==> src/rtl/mem_fill_check_if.sv <==
// ---------------------------------------------------------------------------
// mem_fill_check_if
// Memory-side bus between mem_fill_check and a reg_mem style memory.
//   mem_addr  : word address (sequencer -> memory)
//   mem_din   : write data   (sequencer -> memory)
//   mem_wen   : write enable (sequencer -> memory)
//   mem_dout  : read data    (memory -> sequencer)
// Modports: master = sequencer side, slave = memory side.
// ---------------------------------------------------------------------------
interface mem_fill_check_if #(
    parameter int DATA_WIDTH = 8,
    parameter int ADDR_BITS  = 5
);
    logic [ADDR_BITS-1:0]  mem_addr;
    logic [DATA_WIDTH-1:0] mem_din;
    logic                  mem_wen;
    logic [DATA_WIDTH-1:0] mem_dout;

    modport master (output mem_addr, output mem_din, output mem_wen, input mem_dout);
    modport slave  (input mem_addr, input mem_din, input mem_wen, output mem_dout);
endinterface

==> src/rtl/mem_fill_check.sv <==
// ---------------------------------------------------------------------------
// mem_fill_check
// Write-then-verify sequencer for a reg_mem. On an accepted start it writes
// base_data+i to address addr_offset+i for every location, reads every
// location back in the same order, and compares each word after READ_LAT
// cycles. Reports pass / mismatch count / first failing address.
// Ports:
//   clk, rst        : clock, synchronous active-high reset
//   start           : launch a sweep (only looked at in IDLE)
//   base_data       : pattern seed, captured on accepted start
//   addr_offset     : first address, captured on accepted start
//   mem             : memory bus (master modport)
//   busy            : sweep in progress (cycle after start .. last compare)
//   done            : one-cycle pulse at sweep end
//   pass            : last sweep had zero mismatches
//   err_count       : mismatches in last sweep
//   first_err_addr  : address of first mismatch, 0 if none
// All outputs come straight from flops.
// ---------------------------------------------------------------------------
module mem_fill_check #(
    parameter int DATA_WIDTH = 8,
    parameter int ADDR_BITS  = 5,
    parameter int READ_LAT   = 1
) (
    input  logic                  clk,
    input  logic                  rst,
    input  logic                  start,
    input  logic [DATA_WIDTH-1:0] base_data,
    input  logic [ADDR_BITS-1:0]  addr_offset,
    mem_fill_check_if.master      mem,
    output logic                  busy,
    output logic                  done,
    output logic                  pass,
    output logic [ADDR_BITS:0]    err_count,
    output logic [ADDR_BITS-1:0]  first_err_addr
);

    typedef enum logic [2:0] {IDLE, WRITE, READ, DRAIN, DONE} state_t;

    localparam logic [ADDR_BITS-1:0] IDX_LAST   = '1;
    // idx doubles as the drain counter; it only needs to reach READ_LAT-1
    localparam logic [ADDR_BITS-1:0] DRAIN_LAST =
        (READ_LAT > 0) ? ADDR_BITS'(READ_LAT - 1) : '0;

    state_t                state_q, state_d;
    logic [ADDR_BITS-1:0]  idx_q, idx_d, idx_inc;
    logic [DATA_WIDTH-1:0] base_q, base_d;
    logic [ADDR_BITS-1:0]  off_q, off_d;
    logic [ADDR_BITS-1:0]  addr_q, addr_d;
    logic [DATA_WIDTH-1:0] din_q, din_d;
    logic                  wen_q, wen_d;
    logic                  busy_d, done_d, pass_d;
    logic [ADDR_BITS:0]    err_d;
    logic [ADDR_BITS-1:0]  first_d;

    // read issue stage: what the current READ cycle expects back
    logic                  rd_vld;
    logic [DATA_WIDTH-1:0] rd_exp;
    logic [ADDR_BITS-1:0]  rd_addr;

    // compare stage: entry maturing this cycle
    logic                  cmp_vld;
    logic [DATA_WIDTH-1:0] cmp_exp;
    logic [ADDR_BITS-1:0]  cmp_addr;
    logic                  cmp_bad;

    assign mem.mem_addr = addr_q;
    assign mem.mem_din  = din_q;
    assign mem.mem_wen  = wen_q;

    assign idx_inc = idx_q + 1'b1;
    assign rd_vld  = (state_q == READ);
    assign rd_exp  = base_q + DATA_WIDTH'(idx_q);
    assign rd_addr = addr_q;

    // -----------------------------------------------------------------------
    // Expected-word pipeline, READ_LAT deep. With zero latency the memory
    // answers in the address cycle, so the issue stage is compared directly.
    // -----------------------------------------------------------------------
    generate
        if (READ_LAT == 0) begin : g_nopipe
            assign cmp_vld  = rd_vld;
            assign cmp_exp  = rd_exp;
            assign cmp_addr = rd_addr;
        end else begin : g_pipe
            logic [READ_LAT:1]     vld_pipe;
            logic [DATA_WIDTH-1:0] exp_pipe  [1:READ_LAT];
            logic [ADDR_BITS-1:0]  addr_pipe [1:READ_LAT];

            always_ff @(posedge clk) begin
                if (rst) begin
                    vld_pipe <= '0;
                end else begin
                    vld_pipe[1] <= rd_vld;
                    for (int s = 2; s <= READ_LAT; s++) vld_pipe[s] <= vld_pipe[s-1];
                end
            end

            always_ff @(posedge clk) begin
                exp_pipe[1]  <= rd_exp;
                addr_pipe[1] <= rd_addr;
                for (int s = 2; s <= READ_LAT; s++) begin
                    exp_pipe[s]  <= exp_pipe[s-1];
                    addr_pipe[s] <= addr_pipe[s-1];
                end
            end

            assign cmp_vld  = vld_pipe[READ_LAT];
            assign cmp_exp  = exp_pipe[READ_LAT];
            assign cmp_addr = addr_pipe[READ_LAT];
        end
    endgenerate

    assign cmp_bad = cmp_vld && (mem.mem_dout != cmp_exp);

    // -----------------------------------------------------------------------
    // Next-state / next-output logic. Outputs are computed one cycle ahead
    // and registered, so every bus value is presented for a full cycle.
    // -----------------------------------------------------------------------
    always_comb begin
        state_d = state_q;
        idx_d   = idx_q;
        base_d  = base_q;
        off_d   = off_q;
        addr_d  = addr_q;
        din_d   = din_q;
        wen_d   = 1'b0;
        pass_d  = pass;
        err_d   = err_count;
        first_d = first_err_addr;

        if (cmp_bad) begin
            err_d = err_count + 1'b1;
            if (err_count == '0) first_d = cmp_addr;
        end

        case (state_q)
            IDLE: begin
                if (start) begin
                    state_d = WRITE;
                    idx_d   = '0;
                    base_d  = base_data;
                    off_d   = addr_offset;
                    addr_d  = addr_offset;
                    din_d   = base_data;
                    wen_d   = 1'b1;
                    pass_d  = 1'b0;
                    err_d   = '0;
                    first_d = '0;
                end
            end
            WRITE: begin
                if (idx_q == IDX_LAST) begin
                    state_d = READ;
                    idx_d   = '0;
                    addr_d  = off_q;
                end else begin
                    idx_d  = idx_inc;
                    addr_d = off_q + idx_inc;
                    din_d  = base_q + DATA_WIDTH'(idx_inc);
                    wen_d  = 1'b1;
                end
            end
            READ: begin
                if (idx_q == IDX_LAST) begin
                    state_d = (READ_LAT == 0) ? DONE : DRAIN;
                    idx_d   = '0;
                end else begin
                    idx_d  = idx_inc;
                    addr_d = off_q + idx_inc;
                end
            end
            DRAIN: begin
                if (idx_q == DRAIN_LAST) state_d = DONE;
                else                     idx_d   = idx_inc;
            end
            DONE: begin
                state_d = IDLE;
            end
            default: begin
                state_d = IDLE;
            end
        endcase

        // The final compare lands on the edge into DONE, so pass uses err_d.
        if (state_d == DONE) pass_d = (err_d == '0);

        busy_d = (state_d == WRITE) || (state_d == READ) || (state_d == DRAIN);
        done_d = (state_d == DONE);
    end

    always_ff @(posedge clk) begin
        if (rst) begin
            state_q        <= IDLE;
            idx_q          <= '0;
            base_q         <= '0;
            off_q          <= '0;
            addr_q         <= '0;
            din_q          <= '0;
            wen_q          <= 1'b0;
            busy           <= 1'b0;
            done           <= 1'b0;
            pass           <= 1'b0;
            err_count      <= '0;
            first_err_addr <= '0;
        end else begin
            state_q        <= state_d;
            idx_q          <= idx_d;
            base_q         <= base_d;
            off_q          <= off_d;
            addr_q         <= addr_d;
            din_q          <= din_d;
            wen_q          <= wen_d;
            busy           <= busy_d;
            done           <= done_d;
            pass           <= pass_d;
            err_count      <= err_d;
            first_err_addr <= first_d;
        end
    end

endmodule

==> src/flat_wrapper.sv <==
// flat-port wrapper written by rule: the top's interface ports become plain ports
module mem_fill_check_flat 
#(
    parameter int DATA_WIDTH = 8,
    parameter int ADDR_BITS  = 5,
    parameter int READ_LAT   = 1
)
  (clk, rst, start, base_data, addr_offset, busy, done, pass, err_count, first_err_addr, mem_mem_addr, mem_mem_din, mem_mem_wen, mem_mem_dout);
  mem_fill_check_if #(.DATA_WIDTH(DATA_WIDTH), .ADDR_BITS(ADDR_BITS)) mem_i ();
  input  logic clk;
  input  logic rst;
  input  logic start;
  input  logic [DATA_WIDTH-1:0] base_data;
  input  logic [ADDR_BITS-1:0] addr_offset;
  output logic busy;
  output logic done;
  output logic pass;
  output logic [ADDR_BITS:0] err_count;
  output logic [ADDR_BITS-1:0] first_err_addr;
  output wire logic [$bits(mem_i.mem_addr)-1:0] mem_mem_addr;
  output wire logic [$bits(mem_i.mem_din)-1:0] mem_mem_din;
  output wire logic [$bits(mem_i.mem_wen)-1:0] mem_mem_wen;
  input wire logic [$bits(mem_i.mem_dout)-1:0] mem_mem_dout;
  assign mem_mem_addr = mem_i.mem_addr;
  assign mem_mem_din = mem_i.mem_din;
  assign mem_mem_wen = mem_i.mem_wen;
  assign mem_i.mem_dout = mem_mem_dout;
  mem_fill_check #(.DATA_WIDTH(DATA_WIDTH), .ADDR_BITS(ADDR_BITS), .READ_LAT(READ_LAT)) u_core (.clk(clk), .rst(rst), .start(start), .base_data(base_data), .addr_offset(addr_offset), .mem(mem_i), .busy(busy), .done(done), .pass(pass), .err_count(err_count), .first_err_addr(first_err_addr));
endmodule
==> config.mk <==
export PLATFORM = sky130hd
export DESIGN_NAME = mem_fill_check_flat
export DESIGN_NICKNAME = d
export VERILOG_FILES = /design/src/rtl/mem_fill_check_if.sv /design/src/rtl/mem_fill_check.sv /design/src/flat_wrapper.sv
export SDC_FILE = /design/constraint.sdc
export NUM_CORES = 1
export LEC_CHECK = 0
export BUFFER_PORTS_ARGS = -buffer_cell sky130_fd_sc_hd__buf_2
export CAP_MARGIN = 15
export CORE_ASPECT_RATIO = 0.8
export CORE_MARGIN = 4
export CORE_UTILIZATION = 60
export DETAILED_ROUTE_END_ITERATION = 8
export HOLD_SLACK_MARGIN = 0.06
export PLACE_DENSITY = 0.84
export SYNTH_ARGS = -nofsm -noshare
export SYNTH_HDL_FRONTEND = slang
export SYNTH_SLANG_ARGS = --single-unit
==> constraint.sdc <==
create_clock -name clk -period 4.3 [get_ports clk]
set_clock_uncertainty 0.15 [all_clocks]
set_input_delay 0.43 -clock clk [delete_from_list [all_inputs] [get_ports clk]]
set_output_delay 0.43 -clock clk [all_outputs]
set_load 0.02 [all_outputs]
==> results.json, run 1 <==
{
  "start_util_pct": 62.9,
  "hpwl_mm": 5.48,
  "core_um2": 5060,
  "hp-class": "input port to flop",
  "tns_ns": 0,
  "cts.path.max_buffers": 2,
  "maxCapViolations": 0,
  "cts_tree": "built",
  "cts_made_buffers": 9,
  "start_kind": "flop",
  "antenna_found_initial": 0,
  "relSlewSlack_pct": 39.3,
  "std_cell_rows": 23,
  "cts_setup_buffers": 0,
  "pwr_density_cell_nw_per_um2": 361,
  "holdBufCountCts": 0,
  "wl_mm": 7.49,
  "grt_max_degree": 38,
  "synthCells": 360,
  "h-tree-depth": 3,
  "die_x_um": 89.5,
  "synth_nets": 406,
  "overflow": 0,
  "antennaDiodeCount": 0,
  "critPathKind": "flop to flop",
  "ir_drop_mv": 0.254,
  "finalCriticalPeriod_ns": 2.68,
  "grt.total_usage_pct": 24.4,
  "drt_iter0_drc": 289,
  "via_per_inst": 5.89,
  "area.growth.synth_to_final_pct": 14.3,
  "path_clk_slew_ns": 0.07,
  "rsz0062_at_grt": "no",
  "ys_seq_area_share_pct": 39.6,
  "numPortBuffers": 51,
  "rr_worst_depth": 9,
  "die_h_um": 73.2,
  "end_kind": "flop",
  "ys_seq_elements": 63,
  "arrival_ns": 2.80,
  "post_cts_resized": 0,
  "cts_num_sinks": 63,
  "final_nets": 453,
  "fmaxAchievable_mhz": 374,
  "cts_root_buf": "clkbuf_8",
  "route.detailed.drc": 0,
  "clock_latency_ns": 0.34,
  "die_area_um2": 6550,
  "ys_types": 56,
  "cp_max_fo": 5,
  "drt-pass1-iter-count": 5,
  "tightest_slew_ns": 0.904,
  "hold_slack_ns": 0.177,
  "dp.cells": 458,
  "layout-drive-gt1-share_pct": 18.7,
  "gp_congestion": 0.892,
  "synthArstFlopShare_pct": 0,
  "grt_pass1_vias": 2530,
  "setup_viol": 0,
  "vias": 2793,
  "antenna_left": 0,
  "wl_per_cell_um": 15.8,
  "ios": 52,
  "hold_depth": 3,
  "yosysWarnings": 0,
  "finalHoldViolations": 0,
  "period_share_pct": 62.2,
  "syn_area_per_cell_um2": 8.86,
  "slew_viol_final": 0,
  "synthFlopType": "dfxtp_1",
  "critPathRequiredTime_ns": 4.42,
  "status": "finished, final reports clean",
  "p_leak_nw": 1.67,
  "grt_pass1_wl_mm": 12.1,
  "layout.cells.non_filler": 474,
  "synth_edf_count": 0,
  "nFillCells": 422,
  "syn_area_um2": 3190
}
## routing by layer
metal | share of wire [%] | vias to the layer above | track usage, %
met5 | 0 | - | 0
met4 | 2.0 | 0 | 8.93
met3 | 9.1 | 15 | 7.90
met2 | 45 | 117 | 36.5
met1 | 44 | 1308 | 33.0
li1 | - | 1353 | -
## cell usage after synthesis, drive strengths merged (7+ instances only)
cell / count / share of area [%]
a21o: 10 / 2.4
mux2i: 10 / 3.1
inv: 18 / 2.1
buf: 7 / 1.5
a21oi: 29 / 4.6
clkbuf: 9 / 1.1
nand2: 48 / 5.7
o21ai: 8 / 1.3
xnor2: 22 / 6.0
dfxtp: 63 / 40
nor2: 31 / 3.7
ha: 19 / 7.5
## final timing paths
path	startpoint	slack (ns)	end
max	u_core.idx_q[0]$_SDFFE_PP0P_	1.62	u_core.mem.mem_din[7]$_SDFFE_PP0P_
min	base_data[5]	0.18	u_core.base_q[5]$_SDFFE_PP0P_
max reg2reg	u_core.idx_q[0]$_SDFFE_PP0P_	1.62	u_core.mem.mem_din[7]$_SDFFE_PP0P_
min reg2reg	u_core.mem.mem_addr[0]$_SDFFE_PP0P_	0.22	u_core.g_pipe.addr_pipe[1][0]$_DFF_P_
## logic make-up after synthesis
family	after synthesis	synth area share (%)
buffers and inverters	34	4.71
xor gates and xnor gates	27	7.42
and+or+nand+nor	121	18.2
DFF	63	39.6
muxes	10	3.14
AOI/OAI and AO/OA	83	17.6
adders and majority gates	22	9.34
## per-stage QoR
stage	power, mW	instance area (um^2)	worst slack (ns)	utilization, %
floorplan	0.759	3190	1.91	-
global placement	0.807	3450	1.81	68.0
detailed placement	0.812	3450	1.70	68.0
CTS	1.32	3640	1.62	72.0
global route	1.37	3640	1.45	72.0
finish	1.31	3640	1.62	72.0
## worst max-delay path: stages, from the launching register on
cell      delay [ns]
dfxtp_1         0.38
inv_1           0.12
ha_1            0.40
ha_1            0.31
a21o_1          0.16
a21o_1          0.22
a211oi_1        0.34
o21ai_0         0.16
a31o_2          0.26
a21oi_1         0.12
## state kept, by name (all words and copies together), names as in the netlist
| register | cells |
|---|---|
| u_core.base_q | 8 |
| u_core.busy | 1 |
| u_core.cmp_vld | 1 |
| u_core.done | 1 |
| u_core.err_count | 6 |
| u_core.first_err_addr | 5 |
| u_core.g_pipe.addr_pipe | 5 |
| u_core.g_pipe.exp_pipe | 8 |
| u_core.idx_q | 5 |
| u_core.mem.mem_addr | 5 |
| u_core.mem.mem_din | 8 |
| u_core.mem.mem_wen | 1 |
| u_core.off_q | 5 |
| u_core.pass | 1 |
| u_core.state_q | 3 |
## layout by cell type (no fill, tap or decap), types with 2 or more instances in the layout
cell	instances
a22oi_1	2
or3_1	4
a21o_1	9
nor3_1	5
nand2b_1	4
nand2b_4	2
a222oi_1	2
nand2_1	48
a21oi_1	29
and3_1	3
xnor2_1	22
o211ai_1	5
a211oi_1	5
ha_1	19
buf_2	51
dfxtp_1	63
clkinvlp_4	3
or2_2	2
o41ai_1	2
nor2b_1	4
clkbuf_8	10
a311oi_1	5
nand4_1	2
nand3_1	6
nor2_1	30
o21ai_0	7
mux2i_1	10
o31a_1	2
fa_1	3
o21bai_1	3
inv_1	18
xor2_1	5
nor4_1	2
## layout make-up
class	count	area, um^2	share of cell area (%)
sequential	63	1260	34.6
multi-input combinational	263	1780	48.7
inverter	18	67.6	1.85
clock inverter	5	57.6	1.58
tap	62	77.6	2.13
timing repair buffer	52	263	7.21
clock buffer	11	141	3.88
## power by group
group | internal [mW] | leakage, nW | total (mW) | switching (mW)
Clock | 0.282 | 0.0916 | 0.513 | 0.231
Sequential | 0.614 | 0.516 | 0.636 | 0.0214
Combinational | 0.0666 | 1.06 | 0.165 | 0.0988
No activity file was read; power rests on OpenSTA's default activity.
==> run 2: changes to the inputs <==
Settings changed: ABC_AREA set to 1, CORE_UTILIZATION 60 to 56, PLACE_DENSITY 0.84 to 0.79.
Clock period 4.3 ns to 2.6 ns, I/O delays scaled along.
==> results.json, run 2 <==
{
  "status": "finished, final reports clean",
  "cts.path.max_buffers": 2,
  "grt_max_degree": 33,
  "fmaxAchievable_mhz": 421,
  "synth_edf_count": 0,
  "finalHoldViolations": 0,
  "synthFlopType": "dfxtp_1",
  "pwr-share-comb_pct": 17.3,
  "p_leak_nw": 1.81,
  "grt_pass1_wl_mm": 12.1,
  "seq_area_um2": 1260,
  "start_kind": "flop",
  "cts_setup_buffers": 0,
  "antenna_left": 0,
  "yosysWarnings": 0,
  "slew_viol_final": 0,
  "grt.total_usage_pct": 22.3,
  "vias": 2922,
  "syn_area_um2": 3180,
  "mostFrequentLayoutCells": "nand2_1 (75), dfxtp_1 (63), inv_1 (56)",
  "arrival_ns": 2.45,
  "hp-class": "input port to flop",
  "die_h_um": 75.4,
  "synth_common_cells": "nand2_1 (75), dfxtp_1 (63), inv_1 (56), a21oi_1 (41), o21ai_0 (37)",
  "p_int_mw": 1.57,
  "rsz0062_at_grt": "no",
  "holdCritStartpoint": "addr_offset[3]",
  "cts_root_buf": "clkbuf_8",
  "path_clk_slew_ns": 0.06,
  "synthCells": 419,
  "ys_seq_area_share_pct": 39.6,
  "power.share.clock_pct": 33.1,
  "multiInputGateArea_um2": 1650,
  "finalCriticalPeriod_ns": 2.38,
  "grt_pass1_vias": 2704,
  "ir_drop_mv": 0.377,
  "ys_types": 34,
  "cp_max_fo": 5,
  "pwr_density_cell_nw_per_um2": 589,
  "crit_start": "u_core.idx_q[0]$_SDFFE_PP0P_",
  "tightest_slew_ns": 0.488,
  "via_per_inst": 5.23,
  "wl_mm": 7.17,
  "setup_viol": 0,
  "wl_per_cell_um": 12.8,
  "antennaDiodeCount": 0,
  "synth_largest_area_cell": "dfxtp_1",
  "maxCapViolations": 0,
  "route.detailed.drc": 0,
  "yosysMostFrequentCell": "nand2_1",
  "switchingPower_mw": 0.621,
  "netlist_top_cells_area": "dfxtp_1 (40%), nand2_1 (8.8%), ha_1 (7.5%)",
  "p_sw_share_pct": 28.4,
  "ios": 52,
  "core_um2": 5470,
  "synth_top_area_share_pct": 39.6,
  "tns_ns": 0,
  "die_area_um2": 6960,
  "pwr-share-seq_pct": 49.6,
  "cts_tree": "built",
  "std_cell_rows": 24,
  "critPathRequiredTime_ns": 2.67,
  "placed_area_um2": 3510,
  "numPortBuffers": 51,
  "syn_area_per_cell_um2": 7.60,
  "antenna_found_initial": 0,
  "final_nets": 524,
  "reg2reg_from": "u_core.idx_q[0]$_SDFFE_PP0P_",
  "hpwl_mm": 5.42,
  "p_total_mw": 2.19,
  "drt-pass1-iter-count": 5,
  "area.growth.synth_to_final_pct": 16.7,
  "cts_made_buffers": 9,
  "start_util_pct": 58.3,
  "cts_num_sinks": 63,
  "nFillCells": 478,
  "critPathKind": "flop to flop",
  "synth_nets": 465,
  "period_share_pct": 91.4,
  "end_kind": "flop",
  "relSlewSlack_pct": 67.4,
  "clock_latency_ns": 0.34,
  "final_common_cell": "nand2_1",
  "h-tree-depth": 3,
  "hold_slack_ns": 0.0739,
  "synthArstFlopShare_pct": 0,
  "overflow": 0,
  "drt_iter0_drc": 189,
  "die_x_um": 92.3,
  "gp_congestion": 0.856,
  "ys_seq_elements": 63,
  "fin_area_um2": 3720,
  "layout-drive-gt1-share_pct": 17.0
}
-- run 2: changes by cell type in the layout (fill, tap and decap cells not counted), sizes merged, moves of 8 or more --
cell   change
a21o      -10
a21oi     +13
inv       +40
mux2i     -10
nand2     +29
nand3     +17
nor2      +11
o21ai     +30
xnor2     -14
xor2       +8
-- run 2: logic make-up after synthesis --
| kind of cell | Yosys count | synth area share, % |
|---|---|---|
| DFF | 63 | 39.6 |
| AOI/OAI and AO/OA | 96 | 16.2 |
| buffers and inverters | 69 | 8.57 |
| adders and majority gates | 22 | 9.35 |
| xor gates and xnor gates | 21 | 5.78 |
| and+or+nand+nor | 148 | 20.5 |
-- run 2: worst max-delay path: stages (launching register included) --
cell     delay, ns
dfxtp_1       0.37
inv_1         0.13
ha_1          0.43
inv_1         0.11
fa_1          0.44
o21ai_0       0.22
xor2_1        0.18
nor2_1        0.06
o21ai_1       0.11
a21oi_1       0.07
-- run 2: metrics by stage --
stage                     utilization, %  setup slack, ns  cells
final                               68.0            0.222    559
after global placement              64.2            0.297    541
after global routing                68.0           0.0268    559
after CTS                           67.9            0.168    559
after floorplan                        -            0.424    419
after detailed placement            64.2            0.189    541
-- run 2: repair_timing --
| action | 4_1_cts | 5_1_grt |
|---|---|---|
| hold buffers | 4 | 0 |
| setup endpoints to repair | 0 | 1 |
| endpoints found under the hold margin | 4 | 0 |
| gates resized for setup | 0 | 1 |
-- run 2: final timing paths --
check,end,slack (ns),depth (start not counted)
setup reg to reg,u_core.mem.mem_addr[4]$_SDFFE_PP0P_,0.22,9
hold / removal,u_core.off_q[3]$_SDFFE_PP0P_,0.07,3
hold reg to reg,u_core.g_pipe.addr_pipe[1][2]$_DFF_P_,0.22,0
setup / recovery,u_core.mem.mem_addr[4]$_SDFFE_PP0P_,0.22,9
-- run 2: layer usage --
layer / share of wire [%] / GRT usage, % / wire length (um) / vias up
met5: 0 / 0 / 0 / -
met4: 1.1 / 6.92 / 81 / 0
met3: 6.5 / 6.12 / 466 / 7
met2: 45 / 36.4 / 3210 / 79
met1: 48 / 29.3 / 3400 / 1354
li1: - / - / - / 1482
-- run 2: layout make-up --
cell class	count	share of cell area, %
Clock buffer	13	4.27
Clock inverter	1	0.135
Inverter	59	5.99
Multi-Input combinational cell	287	44.5
Sequential cell	63	33.9
Tap cell	78	2.63
Timing Repair Buffer	58	8.55
-- run 2: power by group through the flow --
stage                     registers, mW  clock network (mW)  logic (mW)
final                              1.09               0.724       0.379
after global routing               1.10               0.776       0.428
after CTS                          1.09               0.737       0.378
after detailed placement           1.11                   0       0.370
after global placement             1.11                   0       0.358
after floorplan                    1.13                   0       0.233
